**src/rtl/mov_pkg.sv**
```systemverilog
// rtl/mov_pkg.sv - shared state encoding and operand codes for the MOV controller
package mov_pkg;

  typedef enum logic [1:0] {
    ST_IDLE = 2'd0,
    ST_SRC  = 2'd1,
    ST_XFER = 2'd2,
    ST_DONE = 2'd3
  } state_t;

  localparam logic [5:0] CODE_R0 = 6'd0;
  localparam logic [5:0] CODE_R1 = 6'd1;
  localparam logic [5:0] CODE_R2 = 6'd2;
  localparam logic [5:0] CODE_R3 = 6'd3;
  localparam logic [5:0] CODE_P0 = 6'd4;

endpackage

```
**src/rtl/mov_fsm_operand_decoder.sv**
```systemverilog
// rtl/mov_fsm_operand_decoder.sv - maps a 6-bit operand code to a one-hot {P0,R3,R2,R1,R0} strobe
module operand_decoder
  import mov_pkg::*;
(
  input  logic       en,
  input  logic [5:0] code,
  output logic [4:0] onehot
);

  // Unknown codes fall through the case and select nothing.
  always_comb begin
    onehot = 5'b00000;
    if (en) begin
      case (code)
        CODE_R0: onehot = 5'b00001;
        CODE_R1: onehot = 5'b00010;
        CODE_R2: onehot = 5'b00100;
        CODE_R3: onehot = 5'b01000;
        CODE_P0: onehot = 5'b10000;
        default: onehot = 5'b00000;
      endcase
    end
  end

endmodule

```
**src/rtl/mov_fsm.sv**
```systemverilog
// rtl/mov_fsm.sv - Moore controller for MOV Ri,Rj; strobes are registered from the next state
module mov_fsm
  import mov_pkg::*;
(
  input  logic       clk,
  input  logic       rst,
  input  logic       donefetch,
  input  logic       start,
  output logic       done,
  output logic       Regjout,
  output logic       Regiin,
  input  logic [5:0] parameter1,
  input  logic [5:0] parameter2,
  output logic       r0in,
  output logic       r1in,
  output logic       r2in,
  output logic       r3in,
  output logic       P0in,
  output logic       R0OutEn,
  output logic       R1OutEn,
  output logic       R2OutEn,
  output logic       R3OutEn,
  output logic       P0OutEn
);

  state_t      state_q, state_d;
  logic [5:0]  src_q, src_d;
  logic [5:0]  dst_q, dst_d;
  logic        done_q, done_d;
  logic        regjout_q, regjout_d;
  logic        regiin_q, regiin_d;
  logic [4:0]  oe_q, oe_d;
  logic [4:0]  ie_q, ie_d;

  always_comb begin
    state_d = state_q;
    src_d   = src_q;
    dst_d   = dst_q;
    case (state_q)
      ST_IDLE: begin
        if (start) begin
          state_d = ST_SRC;
          src_d   = parameter2;
          dst_d   = parameter1;
        end
      end
      ST_SRC:  state_d = ST_XFER;
      ST_XFER: state_d = ST_DONE;
      ST_DONE: begin
        if (!start || donefetch) state_d = ST_IDLE;
      end
      default: state_d = ST_IDLE;
    endcase
  end

  // Outputs are decoded from the next state so the registered strobes line up with state_q.
  always_comb begin
    regjout_d = (state_d == ST_SRC) || (state_d == ST_XFER);
    regiin_d  = (state_d == ST_XFER);
    done_d    = (state_d == ST_DONE);
  end

  operand_decoder u_src_dec (
    .en     (regjout_d),
    .code   (src_d),
    .onehot (oe_d)
  );

  operand_decoder u_dst_dec (
    .en     (regiin_d),
    .code   (dst_d),
    .onehot (ie_d)
  );

  always_ff @(posedge clk) begin
    if (rst) begin
      state_q   <= ST_IDLE;
      src_q     <= 6'd0;
      dst_q     <= 6'd0;
      done_q    <= 1'b0;
      regjout_q <= 1'b0;
      regiin_q  <= 1'b0;
      oe_q      <= 5'b00000;
      ie_q      <= 5'b00000;
    end else begin
      state_q   <= state_d;
      src_q     <= src_d;
      dst_q     <= dst_d;
      done_q    <= done_d;
      regjout_q <= regjout_d;
      regiin_q  <= regiin_d;
      oe_q      <= oe_d;
      ie_q      <= ie_d;
    end
  end

  assign done    = done_q;
  assign Regjout = regjout_q;
  assign Regiin  = regiin_q;
  assign r0in    = ie_q[0];
  assign r1in    = ie_q[1];
  assign r2in    = ie_q[2];
  assign r3in    = ie_q[3];
  assign P0in    = ie_q[4];
  assign R0OutEn = oe_q[0];
  assign R1OutEn = oe_q[1];
  assign R2OutEn = oe_q[2];
  assign R3OutEn = oe_q[3];
  assign P0OutEn = oe_q[4];

endmodule

```
**config.mk**
```make
export PLATFORM = sky130hd
export DESIGN_NAME = mov_fsm
export DESIGN_NICKNAME = d
export VERILOG_FILES = /design/src/rtl/mov_pkg.sv /design/src/rtl/mov_fsm_operand_decoder.sv /design/src/rtl/mov_fsm.sv
export SDC_FILE = /design/constraint.sdc
export NUM_CORES = 1
export LEC_CHECK = 0
export CORE_MARGIN = 1.5
export CORE_UTILIZATION = 45
export DETAILED_ROUTE_END_ITERATION = 10
export PLACE_DENSITY = 0.87
export SETUP_SLACK_MARGIN = 0.05
export SLEW_MARGIN = 20
export SYNTH_ARGS = -nofsm -noshare
export SYNTH_HDL_FRONTEND = slang
export SYNTH_SLANG_ARGS = --single-unit
export TNS_END_PERCENT = 50
```
**constraint.sdc**
```tcl
create_clock -name clk -period 2.6 [get_ports clk]
set_clock_uncertainty 0.05 [all_clocks]
set_input_delay 0.52 -clock clk [delete_from_list [all_inputs] [get_ports clk]]
set_output_delay 0.52 -clock clk [all_outputs]
set_load 0.01 [all_outputs]
```
==> results_dict.tcl <==
set metrics [dict create \
    outcome "complete, no violations" \
    htree_levels 1 \
    start_kind "primary input" \
    regToRegSetupSlack_ps 440 \
    diodes 0 \
    initial_core_util 0.4677 \
    synth_cell_types 27 \
    power_uw 771.8 \
    finalSetupTns_ps 0 \
    final_cell_count_no_fill 175 \
    r2r_cells 7 \
    post_dp_cell_area_um2 1340 \
    fillers 193 \
    reg2reg_from "state_q[0]" \
    avgRoutedWirePerCell_um 11.42 \
    final_core_util 0.6315 \
    final_area_um2 1370 \
    hp-class "flip-flop to flip-flop" \
    dieHeight_um 50.49 \
    via_per_inst 5.034 \
    dp_cells 171 \
    power.share.clock 0.235 \
    avgSynthCellArea_um2 8.824 \
    synth-main-ff-cell "dfxtp_1" \
    ios 29 \
    synth_compound_area_frac 0.1097 \
    clk_pin_slew_worst_paths_ps 140 \
    vias 881 \
    pwr-share-comb 0.178 \
    clock_path_buffers 2 \
    first_pass_iters 4 \
    seq_power_share 0.587 \
    setup_slack_ps 228.1 \
    coreArea_um2 2170 \
    synth_top_family_by_area "simple AND/OR/NAND/NOR gates" \
    grt_pass1_wl_um 3111 \
    crit_arrival_ps 2560 \
    synth.area.mux_share 0 \
    hpwl_um 1515 \
    routabilityCongestion 0.7859 \
    async_flop_share 0 \
    slew_viol_final 0 \
    synthCells 115 \
    slew_headroom 0.6426 \
    p_leak_nw 0.4976 \
    ys_seq_elements 27 \
    synth_area_um2 1015 \
    p_int_uw 568.6 \
    cts_sinks 27 \
    crit_type "primary input to flip-flop" \
    synth_fp_nets 132 \
    reg2reg_to "oe_q[1]" \
    end_kind "flip-flop" \
    maxCapViolCount 0 \
    yosysSeqAreaShare 0.5327 \
    grt_overflow 0 \
    finalHoldViolations 0 \
    cts_made_buffers 3 \
    cp-startpoint "start" \
    drive_above_1_share 0.08844 \
    power_density_nw_per_um2 563.4 \
    worst_pin_slew_ps 532.1 \
    drt_wl_total_um 1999 \
    syn2layout_area_growth_pct 35.02 \
    synth-xor-area-share 0 \
    io_buffers 28 \
    yosysWarnings 0 \
    die_w_um 50.49 \
    fmax_mhz 421.6 \
    synth_edf_count 0 \
    synthSimpleGateAreaFrac 0.3144 \
    path_max_fanout 4 \
    antenna_found_initial 0 \
    row_count 17 \
    required_ps 2790 \
    route.detailed.drc 0 \
    clock-root-buffer "clkbuf_4" \
    grt_pass1_vias 768 \
    switching_share 0.2634 \
    endpoint "oe_q[1]" \
    post-place-ws_ps -200.2 \
    synth_fa_ha_area_frac 0.01233 \
    setup-violations-final 0 \
    rsz0062_at_grt "no" \
    drt_iter0_drc 14 \
    p_sw_uw 203.3 \
    globalRouteTotalUtil 0.1581 \
    die-area_um2 2549 \
    ant_nets 0 \
    max-vdd-ir-drop_mv 0.3346 \
    grt_max_degree 17 \
    insertion_delay_ps 320 \
    fin_nets 165 \
    min_period_ps 2372 \
    cts_tree "yes" \
    fin_worst_hold_slack_ps 415.3 \
    fin_crit_sh 0.9123 \
]
cell usage after synthesis, types with 2 or more instances:
master | n | area, um2
nand3b_1 | 2 | 15.01
nor2_1 | 4 | 15.01
dfxtp_1 | 27 | 540.5
a21oi_1 | 14 | 70.07
nor3b_1 | 5 | 37.54
o21ai_0 | 3 | 15.01
nor2b_1 | 4 | 25.02
nand2_1 | 30 | 112.6
clkbuf_1 | 3 | 11.26
nor3_1 | 3 | 15.01
nand4_1 | 4 | 25.02
timing repair:
| action | CTS | global route |
|---|---|---|
| hold buffers | 0 | 0 |
| resized for setup | 0 | 1 |
| buffers inserted | 0 | 0 |
| endpoints found under the setup margin | 0 | 2 |
critical path, cell delays in order:
cell and delay, ps:
clkdlybuf4s50_1 410, nor2b_1 130, o21ai_1 190, nand2_1 80
ha_1 290, nor2b_1 250, or3b_4 440, o31ai_2 250
logic make-up after synthesis:
group,Yosys count
AO/OA/AOI/OAI,20
adder cells (fa/ha/maj),1
buffers and inverters,6
flip-flops,27
AND/OR/NAND/NOR,61
how the worst min path moves through the flow:
stage | from | slack (ps) | depth (start not counted) | endpoint
floorplan | dst_q[5] | 380 | 2 | dst_q[5]
global placement | src_q[5] | 390 | 2 | src_q[5]
detailed placement | dst_q[5] | 400 | 2 | dst_q[5]
CTS | dst_q[5] | 420 | 2 | dst_q[5]
global route | dst_q[5] | 450 | 2 | dst_q[5]
finish | dst_q[5] | 420 | 2 | dst_q[5]
routing by layer:
metal,up-vias,track usage,wire [um]
met5,-,0,0
met2,27,0.2785,1006
met4,0,0.05856,22
met1,390,0.1917,880
met3,4,0.02679,90
li1,460,-,-
area by class of cell:
class,instances,area [um2],share of cell area
sequential,27,540.5,0.3945
multi-input combinational,82,442.9,0.3233
timing repair buffer,33,317.8,0.2320
tap,28,35.03,0.02557
clock buffer,3,22.52,0.01644
clock inverter,1,7.507,0.005479
inverter,1,3.754,0.002740
registers in the layout (all words and copies together), names as in the netlist:
signal and flops:
oe_q 5, done 1, state_q 2, Regiin 1, Regjout 1, src_q 6
ie_q 5, dst_q 6
layout by cell type, fill, tap and decap left out, drive strengths merged, types with 2 or more instances in the layout:
master         count
nor2               4
nor2b              4
dfxtp             27
nor3               3
nand3b             2
o31ai              2
o21ai              3
or3b               2
nand4              4
a21oi             14
nor3b              6
clkbuf             3
clkdlybuf4s50     28
buf                5
nand2             30
power groups by stage:
stage / Clock, mW / Combinational [mW] / Sequential (mW)
floorplan: 0 / 0.0703 / 0.464
global placement: 0 / 0.131 / 0.461
detailed placement: 0 / 0.136 / 0.463
CTS: 0.183 / 0.137 / 0.453
global route: 0.196 / 0.150 / 0.457
finish: 0.181 / 0.137 / 0.453
(Power assumes the default switching activity.)
